`src/rtl/div_port_pkg.sv`:
```
// Shared encodings for the KCPSM6 port-mapped divider: FSM states,
// register offsets, CTRL/STATUS bit positions and the read-only ID value.
package div_port_pkg;

  // One-hot so the state bits drive the Qi/Qc/Qd LEDs directly
  typedef enum logic [2:0] {
    QI = 3'b001,
    QC = 3'b010,
    QD = 3'b100
  } div_state_t;

  localparam logic [1:0] OFS_X_QUO       = 2'd0;
  localparam logic [1:0] OFS_CTRL_STATUS = 2'd1;
  localparam logic [1:0] OFS_Y_REM       = 2'd2;
  localparam logic [1:0] OFS_ID          = 2'd3;

  localparam int CTRL_START = 0;
  localparam int CTRL_ACK   = 1;

  localparam logic [7:0] DIV_ID = 8'h44;

  function automatic logic [7:0] pack_status(input logic div_z, input logic qd,
                                             input logic qc, input logic qi,
                                             input logic done);
    return {3'b000, div_z, qd, qc, qi, done};
  endfunction

endpackage

```
`src/rtl/picoblaze_div_port_if.sv`:
```
// KCPSM6 port bus as seen between the processor (master) and a peripheral (slave).
interface picoblaze_div_port_if #(parameter int WIDTH = 8);

  logic [7:0]       port_id;
  logic [WIDTH-1:0] out_port;
  logic             write_strobe;
  logic             k_write_strobe;
  logic             read_strobe;
  logic [WIDTH-1:0] in_port;
  logic             interrupt;
  logic             interrupt_ack;

  modport master (
    output port_id, out_port, write_strobe, k_write_strobe, read_strobe, interrupt_ack,
    input  in_port, interrupt
  );

  modport slave (
    input  port_id, out_port, write_strobe, k_write_strobe, read_strobe, interrupt_ack,
    output in_port, interrupt
  );

endinterface

```
`src/rtl/div_sub_core.sv`:
```
// Repetitive-subtraction divider FSM (QI -> QC -> QD) with its datapath.
// Operands are latched on start so the input registers may change freely.
module div_sub_core
  import div_port_pkg::*;
#(
  parameter int WIDTH = 8
) (
  input  logic             board_clk,
  input  logic             Reset_n,
  input  logic             start,
  input  logic             ack,
  input  logic [WIDTH-1:0] x,
  input  logic [WIDTH-1:0] y,
  output logic [WIDTH-1:0] quotient,
  output logic [WIDTH-1:0] remainder,
  output logic             div_z,
  output logic             qi,
  output logic             qc,
  output logic             qd,
  output logic             done,
  output logic             enter_done
);

  div_state_t       state_q, state_d;
  logic [WIDTH-1:0] divisor_q;

  always_ff @(posedge board_clk or negedge Reset_n) begin
    if (!Reset_n) state_q <= QI;
    else          state_q <= state_d;
  end

  always_comb begin
    state_d = state_q;
    case (state_q)
      QI:      if (start) state_d = (y == '0) ? QD : QC;
      QC:      if (remainder < divisor_q) state_d = QD;
      QD:      if (ack) state_d = QI;
      default: state_d = QI;
    endcase
  end

  always_comb begin
    qi         = (state_q == QI);
    qc         = (state_q == QC);
    qd         = (state_q == QD);
    done       = (state_q == QD);
    enter_done = (state_d == QD) && (state_q != QD);
  end

  // Divide-by-zero short-circuits to QD with an all-ones quotient
  always_ff @(posedge board_clk or negedge Reset_n) begin
    if (!Reset_n) begin
      divisor_q <= '0;
      quotient  <= '0;
      remainder <= '0;
      div_z     <= 1'b0;
    end else begin
      case (state_q)
        QI: begin
          if (start) begin
            divisor_q <= y;
            remainder <= x;
            div_z     <= (y == '0);
            quotient  <= (y == '0) ? '1 : '0;
          end
        end
        QC: begin
          if (remainder >= divisor_q) begin
            remainder <= remainder - divisor_q;
            quotient  <= quotient + WIDTH'(1);
          end
        end
        default: ;
      endcase
    end
  end

endmodule

```
`src/rtl/picoblaze_div_port.sv`:
```
// Port-mapped divider peripheral for KCPSM6: address decode, operand
// registers, registered read mux and the completion interrupt.
module picoblaze_div_port
  import div_port_pkg::*;
#(
  parameter int         WIDTH     = 8,
  parameter logic [5:0] BASE_ADDR = 6'h00
) (
  input  logic                 board_clk,
  input  logic                 Reset_n,
  picoblaze_div_port_if.slave  bus,
  output logic                 Qi,
  output logic                 Qc,
  output logic                 Qd,
  output logic                 Done
);

  logic             hit;
  logic [1:0]       offset;
  logic             wr_en;
  logic             ctrl_wr;
  logic             start;
  logic             ack;
  logic             status_rd;
  logic             div_z;
  logic             enter_done;
  logic [WIDTH-1:0] x_q, y_q;
  logic [WIDTH-1:0] quotient, remainder;
  logic [WIDTH-1:0] rd_data;

  always_comb begin
    hit       = (bus.port_id[7:2] == BASE_ADDR);
    offset    = bus.port_id[1:0];
    wr_en     = hit && (bus.write_strobe || bus.k_write_strobe);
    ctrl_wr   = wr_en && (offset == OFS_CTRL_STATUS);
    start     = ctrl_wr && bus.out_port[CTRL_START];
    ack       = ctrl_wr && bus.out_port[CTRL_ACK];
    status_rd = hit && bus.read_strobe && (offset == OFS_CTRL_STATUS);
  end

  always_ff @(posedge board_clk or negedge Reset_n) begin
    if (!Reset_n) begin
      x_q <= '0;
      y_q <= '0;
    end else if (wr_en) begin
      if (offset == OFS_X_QUO) x_q <= bus.out_port;
      if (offset == OFS_Y_REM) y_q <= bus.out_port;
    end
  end

  div_sub_core #(.WIDTH(WIDTH)) u_core (
    .board_clk  (board_clk),
    .Reset_n    (Reset_n),
    .start      (start),
    .ack        (ack),
    .x          (x_q),
    .y          (y_q),
    .quotient   (quotient),
    .remainder  (remainder),
    .div_z      (div_z),
    .qi         (Qi),
    .qc         (Qc),
    .qd         (Qd),
    .done       (Done),
    .enter_done (enter_done)
  );

  always_comb begin
    rd_data = '0;
    case (offset)
      OFS_X_QUO:       rd_data = quotient;
      OFS_CTRL_STATUS: rd_data = WIDTH'(pack_status(div_z, Qd, Qc, Qi, Done));
      OFS_Y_REM:       rd_data = remainder;
      OFS_ID:          rd_data = WIDTH'(DIV_ID);
      default:         rd_data = '0;
    endcase
  end

  // Registered every cycle regardless of read_strobe; KCPSM6 samples it on the second INPUT cycle
  always_ff @(posedge board_clk or negedge Reset_n) begin
    if (!Reset_n) bus.in_port <= '0;
    else          bus.in_port <= hit ? rd_data : '0;
  end

  always_ff @(posedge board_clk or negedge Reset_n) begin
    if (!Reset_n)                                        bus.interrupt <= 1'b0;
    else if (enter_done)                                 bus.interrupt <= 1'b1;
    else if (bus.interrupt_ack || status_rd || ack)      bus.interrupt <= 1'b0;
  end

endmodule

```
`src/flat_wrapper.sv`:
```
// flat-port wrapper written by rule: the top's interface ports become plain ports
module picoblaze_div_port_flat import div_port_pkg::*;
#(
  parameter int         WIDTH     = 8,
  parameter logic [5:0] BASE_ADDR = 6'h00
)
  (board_clk, Reset_n, Qi, Qc, Qd, Done, bus_port_id, bus_out_port, bus_write_strobe, bus_k_write_strobe, bus_read_strobe, bus_interrupt_ack, bus_in_port, bus_interrupt);
  picoblaze_div_port_if #(.WIDTH(WIDTH)) bus_i ();
  input  logic board_clk;
  input  logic Reset_n;
  output logic Qi;
  output logic Qc;
  output logic Qd;
  output logic Done;
  input wire logic [$bits(bus_i.port_id)-1:0] bus_port_id;
  input wire logic [$bits(bus_i.out_port)-1:0] bus_out_port;
  input wire logic [$bits(bus_i.write_strobe)-1:0] bus_write_strobe;
  input wire logic [$bits(bus_i.k_write_strobe)-1:0] bus_k_write_strobe;
  input wire logic [$bits(bus_i.read_strobe)-1:0] bus_read_strobe;
  input wire logic [$bits(bus_i.interrupt_ack)-1:0] bus_interrupt_ack;
  output wire logic [$bits(bus_i.in_port)-1:0] bus_in_port;
  output wire logic [$bits(bus_i.interrupt)-1:0] bus_interrupt;
  assign bus_i.port_id = bus_port_id;
  assign bus_i.out_port = bus_out_port;
  assign bus_i.write_strobe = bus_write_strobe;
  assign bus_i.k_write_strobe = bus_k_write_strobe;
  assign bus_i.read_strobe = bus_read_strobe;
  assign bus_i.interrupt_ack = bus_interrupt_ack;
  assign bus_in_port = bus_i.in_port;
  assign bus_interrupt = bus_i.interrupt;
  picoblaze_div_port #(.WIDTH(WIDTH), .BASE_ADDR(BASE_ADDR)) u_core (.board_clk(board_clk), .Reset_n(Reset_n), .bus(bus_i), .Qi(Qi), .Qc(Qc), .Qd(Qd), .Done(Done));
endmodule
```
`config.mk`:
```
export PLATFORM = sky130hd
export DESIGN_NAME = picoblaze_div_port_flat
export DESIGN_NICKNAME = d
export VERILOG_FILES = /design/src/rtl/div_port_pkg.sv /design/src/rtl/picoblaze_div_port_if.sv /design/src/rtl/div_sub_core.sv /design/src/rtl/picoblaze_div_port.sv /design/src/flat_wrapper.sv
export SDC_FILE = /design/constraint.sdc
export NUM_CORES = 1
export LEC_CHECK = 0
export ABC_AREA = 1
export CORE_ASPECT_RATIO = 0.7
export CORE_MARGIN = 2
export CORE_UTILIZATION = 33
export DETAILED_ROUTE_END_ITERATION = 8
export PLACE_DENSITY = 0.63
export SYNTH_ARGS = -nofsm -noshare
export SYNTH_HDL_FRONTEND = slang
export SYNTH_HIERARCHICAL = 1
export SYNTH_SLANG_ARGS = --single-unit
export TNS_END_PERCENT = 10
```
`constraint.sdc`:
```
create_clock -name board_clk -period 2.3 [get_ports board_clk]
set_input_delay 0.69 -clock board_clk [delete_from_list [all_inputs] [get_ports board_clk]]
set_output_delay 0.69 -clock board_clk [all_outputs]
set_load 0.05 [all_outputs]
```
==> results_dict.tcl, run 1 <==
set metrics [dict create \
    r2r_cells 13 \
    start_util 0.336 \
    rsz0062_at_grt "no" \
    yosys_warnings 6 \
    final_util 0.423 \
    die_w_um 122 \
    die_h_um 86.7 \
    critPathMaxFanout 6 \
    first_global_vias 2642 \
    crit_arrival_ps 1500 \
    yosys.area_share.adder 0.0411 \
    max-slew-margin-rel 0.540 \
    port-buffer-count 34 \
    placed_cell_area_um2 3840 \
    critPathKind "flop to output pin" \
    ios 35 \
    synth_xor_area_frac 0.00543 \
    drc 0 \
    hold_buffers 0 \
    drive_above_1_share 0.236 \
    clock_latency_ps 290 \
    ctsLongestPathBuffers 2 \
    antenna_cells 0 \
    ys_ff_latch 53 \
    power.leakage_nw 1.98 \
    synth_ff_type "dfrtp_1" \
    crit_chain "nor3_2 > buf_12" \
    ff_latch_area_um2 1330 \
    synth_edf_count 0 \
    nets 493 \
    synth_top_family_by_area "simple AND/OR/NAND/NOR gates" \
    htreeDepth 2 \
    cts_tree "yes" \
    synth_area_um2 3230 \
    wl_per_cell_um 13.5 \
    worst_hold_path_type "input port to asynchronous set/reset pin" \
    gp_congestion 0.909 \
    whs_ps 359 \
    ys_seq_area_frac 0.411 \
    clock_sinks 53 \
    yosys-top-cells-area "dfrtp_1 40%, nand2_1 16%, o21ai_2 6.8%" \
    drtIter0Drc 197 \
    total_power_mw 2.92 \
    reg2reg_from "u_core/u_core/remainder[0]" \
    cts_root_buf "clkbuf_16" \
    end_kind "output pin" \
    drt_wl_total_um 7980 \
    startpoint_type "flop" \
    yosys.area.top_type "dfrtp_1" \
    critical_path_buf_inv_count 1 \
    period_minus_slack_ps 2190 \
    overflow 0 \
    first_pass_iters 5 \
    synth_compound_area_frac 0.124 \
    power.density_nw_per_um2 718 \
    dp_cells 581 \
    postRouteAntennaNets 0 \
    final_cells 590 \
    fill_cells 970 \
    syn_nets 442 \
    period_share 0.953 \
    grt_antenna_before_repair 0 \
    grt_max_degree 24 \
    grt_first_pass_wirelength_um 13200 \
    clk_pin_slew_ps 70 \
    crit_required_ps 1610 \
    skew_ps 6.34 \
    core_um2 9610 \
    worst_slew_pin_slew_ps 686 \
    design_area_um2 4070 \
    synthArstFlopShare 1.00 \
    num_rows 30 \
    cts_buffers 5 \
    setup_viol 0 \
    synth_top_area_share 0.403 \
    fmax_mhz 456 \
    yosysUniqueCellTypes 33 \
    cap_violations 0 \
    avgSynthCellArea_um2 7.87 \
    cp_top_family "simple AND/OR/NAND/NOR gates" \
    maxSlewViolCount 0 \
    reg2reg_slack_ps 150 \
    die_area_um2 10600 \
    postSynthCellCount 410 \
    track_usage 0.160 \
    cp_slowest_cell "nor3_2" \
    synthSimpleGateAreaFrac 0.317 \
    syn_to_final_growth_pct 26.0 \
    multi_input_area_um2 1600 \
    r2r_end "u_core/u_core/remainder[5]" \
    vias 2756 \
    peakVddDrop_mv 0.370 \
    hpwl_um 6180 \
    viasPerCell 4.67 \
    finalHoldViolCount 0 \
    synth.mux.area_fraction 0 \
    outcome "finished clean" \
    slowest_delay_ps 590 \
]
## placed cells by master (no fill, tap or decap), drive strengths merged
cell type / n
a21oi: 10
a31oi: 1
buf: 24
bufinv: 1
clkbuf: 7
clkdlybuf4s50: 29
clkinvlp: 1
dfrtp: 52
dfstp: 1
fa: 1
ha: 9
inv: 60
nand2: 147
nand3: 29
nand4: 4
nor2: 28
nor3: 3
o21a: 1
o21ai: 45
o311ai: 1
or2: 6
xnor2: 1
xor2: 1
## worst reg2reg max path, delay by kind of cell, from the launching register on
family        cells  cell delay, ps
fa+ha+maj         2             650
simple gates      8             750
flops             1             370
buf+inv           3             320
## cell type report
cell class / instances / area share
clock buffer: 6 / 0.0342
inverter: 60 / 0.0554
sequential: 53 / 0.326
clock inverter: 2 / 0.00923
timing repair buffer: 54 / 0.143
tap: 128 / 0.0394
multi-input combinational: 287 / 0.393
## where the power goes
group | internal [mW] | leakage, nW | total, mW | switching, mW
Clock | 0.544 | 0.0831 | 0.896 | 0.352
Combinational | 0.336 | 1.22 | 0.796 | 0.460
Sequential | 1.07 | 0.685 | 1.23 | 0.161
## registers in the layout, indices dropped and copies added (netlist names)
signal                   count
u_core/u_core/remainder      8
u_core/bus.interrupt         1
u_core/bus.in_port           8
u_core/x_q                   8
u_core/u_core/div_z          1
u_core/y_q                   8
u_core/u_core/quotient       8
u_core/u_core/state_q        3
u_core/u_core/divisor_q      8
## cells by family after synthesis
| kind of cell | after synthesis |
|---|---|
| fa+ha+maj | 10 |
| xor+xnor | 2 |
| simple gates | 217 |
| compound gates | 58 |
| flops | 53 |
| buf+inv | 70 |
## worst max path at each step
stage | from | endpoint | cells past startpoint | slack [ps]
2_1_floorplan | u_core/u_core/state_q[1] | Qd | 2 | 60
3_3_place_gp | bus_port_id[5] | u_core/bus.interrupt | 14 | -160
3_5_place_dp | bus_port_id[3] | u_core/u_core/quotient[5] | 13 | -180
4_1_cts | u_core/u_core/state_q[2] | Qc | 2 | 70
5_1_grt | bus_port_id[6] | u_core/bus.interrupt | 14 | 20
6_report | u_core/u_core/state_q[2] | Qc | 2 | 110
## synth_stat cells (3+ instances only)
cell and count:
nand2_1 135, inv_1 54, dfrtp_1 52, o21ai_2 25
nand3_1 23, nor2_1 20, o21ai_0 18, nand2_2 12
ha_1 9, a21oi_1 8, inv_2 6, or2_2 6
buf_6 4, nand3_2 4, nand4_1 4, buf_4 3
nor2_2 3, nor2_4 3
## routing by layer
metal,up-vias,routed length [um],global-route usage
li1,1392,-,-
met1,1280,4090,0.249
met2,84,3360,0.233
met3,0,538,0.0342
met4,0,0,0.0230
met5,-,0,0
## stage by stage
step	worst slack [ps]	TNS (ps)
floorplan	61.8	0
global placement	-159	-1610
detailed placement	-176	-3080
CTS	70.8	0
global route	23.5	0
finish	107	0
## what timing repair did
| action | CTS | global route |
|---|---|---|
| setup endpoints to repair | 0 | 15 |
| endpoints found under the hold margin | 0 | 0 |
| gates resized for setup | 0 | 9 |
| setup buffers | 0 | 0 |
No activity file was read; power rests on OpenSTA's default activity.
==> run 2, diff against run 1 <==
- CTS_BUF_LIST: default -> sky130_fd_sc_hd__clkbuf_16
- CTS_CLUSTER_DIAMETER: default -> 100
- PLACE_DENSITY: 0.63 -> default
==> results_dict.tcl, run 2 (same netlist as run 1, synthesis figures left out) <==
set metrics [dict create \
    drc 0 \
    setup_viol 0 \
    postCtsSetupBuffers 0 \
    fill_cells 997 \
    htreeDepth 2 \
    ff_latch_area_um2 1330 \
    vias 2713 \
    power.density_nw_per_um2 705 \
    antenna_cells 0 \
    grt_first_pass_wirelength_um 12800 \
    die_area_um2 10600 \
    first_pass_iters 4 \
    critPathKind "flop to output pin" \
    maxSlewViolCount 0 \
    drtIter0Drc 171 \
    finalSetupTns_ps 0 \
    grt_max_degree 31 \
    ctsLongestPathBuffers 2 \
    crit_required_ps 1610 \
    viasPerCell 4.60 \
    cap_violations 0 \
    outcome "finished clean" \
    core_um2 9610 \
    highest_layer "met4" \
    hpwl_um 5820 \
    clk_pin_slew_ps 70 \
    max-slew-margin-rel 0.486 \
    skew_ps 6.61 \
    ios 35 \
    worst_slack_ps 89.5 \
    multi_input_area_um2 1590 \
    post-place-ws_ps -200 \
    wl_met2_um 3030 \
    layout_common_cells "134 x nand2_1, 54 x inv_1, 52 x dfrtp_1" \
    cts_root_buf "clkbuf_16" \
    whs_ps 479 \
    overflow 0 \
    routed-wl-met3_um 360 \
    rsz0062_at_grt "no" \
    r2r_cells 13 \
    startpoint_type "flop" \
    total_power_mw 2.86 \
    track_usage 0.154 \
    clock_latency_ps 290 \
    finalHoldViolCount 0 \
    crit_arrival_ps 1520 \
    grt_antenna_before_repair 0 \
    wl_per_cell_um 12.6 \
    syn_to_final_growth_pct 25.7 \
    period_minus_slack_ps 2210 \
    wl_met1_um 3980 \
    worst_hold_path_type "input port to asynchronous set/reset pin" \
    peakVddDrop_mv 0.344 \
    cts_buffers 5 \
    critPathMaxFanout 8 \
    end_kind "output pin" \
    drive_above_1_share 0.227 \
    power.leakage_nw 1.98 \
    start_util 0.336 \
    nets 493 \
    die_h_um 86.7 \
    postRouteAntennaNets 0 \
    cts_tree "yes" \
    period_share 0.961 \
    reg2reg_from "u_core/u_core/remainder[0]" \
    fmax_mhz 452 \
    worst_slew_pin_slew_ps 770 \
    reg2reg_slack_ps 240 \
    layout_commonest_cell "nand2_1" \
    drt_wl_total_um 7410 \
    gp_congestion 0.806 \
    r2r_end "u_core/u_core/quotient[5]" \
    num_rows 30 \
    die_w_um 122 \
    first_global_vias 2539 \
    clock_sinks 53 \
    port-buffer-count 34 \
]
==> run 2: changes by cell type in the layout (fill, tap and decap cells not counted) <==
cell,previous run,this run
buf_4,16,15
nor2_4,4,3
inv_2,8,6
nor2_1,15,16
clkbuf_16,6,5
inv_1,52,54
clkinv_1,0,1
buf_12,7,9
clkbuf_8,1,0
==> run 2: critical path: stages, from the launching register on <==
cell	delay, ps
dfrtp_1	400
nor3_2	610
buf_12	220
==> run 2: cell type report <==
cell class	count	share of cell area
Clock buffer	5	0.0308
Clock inverter	3	0.0102
Inverter	60	0.0555
Multi-Input combinational cell	287	0.392
Sequential cell	53	0.327
Tap cell	128	0.0395
Timing Repair Buffer	54	0.145
==> run 2: timing repair <==
item / in CTS / in global routing
resized for setup: 0 / 5
endpoints found under the setup margin: 0 / 16
hold buffers: 0 / 0
==> run 2: stage by stage <==
stage,util,cells,area [um^2]
4_1_cts,0.421,590,4040
6_report,0.422,590,4060
3_5_place_dp,0.404,582,3880
3_3_place_gp,0.404,582,3880
2_1_floorplan,-,410,3230
5_1_grt,0.422,590,4060
==> run 2: worst max-delay path by stage <==
stage | start | cells after the start | endpoint | slack (ps)
finish | u_core/u_core/state_q[1] | 2 | Done | 90
global route | bus_port_id[6] | 14 | u_core/bus.interrupt | 10
CTS | u_core/u_core/state_q[1] | 2 | Done | 70
detailed placement | bus_port_id[5] | 14 | u_core/bus.interrupt | -200
global placement | bus_port_id[5] | 14 | u_core/bus.interrupt | -200
floorplan | u_core/u_core/state_q[1] | 2 | Qd | 60
==> run 2: power breakdown <==
| part | switching, mW | leakage (nW) | total, mW | internal (mW) |
|---|---|---|---|---|
| Sequential | 0.162 | 0.685 | 1.23 | 1.07 |
| Combinational | 0.451 | 1.22 | 0.786 | 0.335 |
| Clock | 0.334 | 0.0775 | 0.844 | 0.510 |
==> run 2: layer usage <==
| layer | track usage | vias to the layer above |
|---|---|---|
| met5 | 0 | - |
| met4 | 0.0219 | 0 |
| met3 | 0.0329 | 6 |
| met2 | 0.222 | 60 |
| met1 | 0.241 | 1248 |
| li1 | - | 1399 |
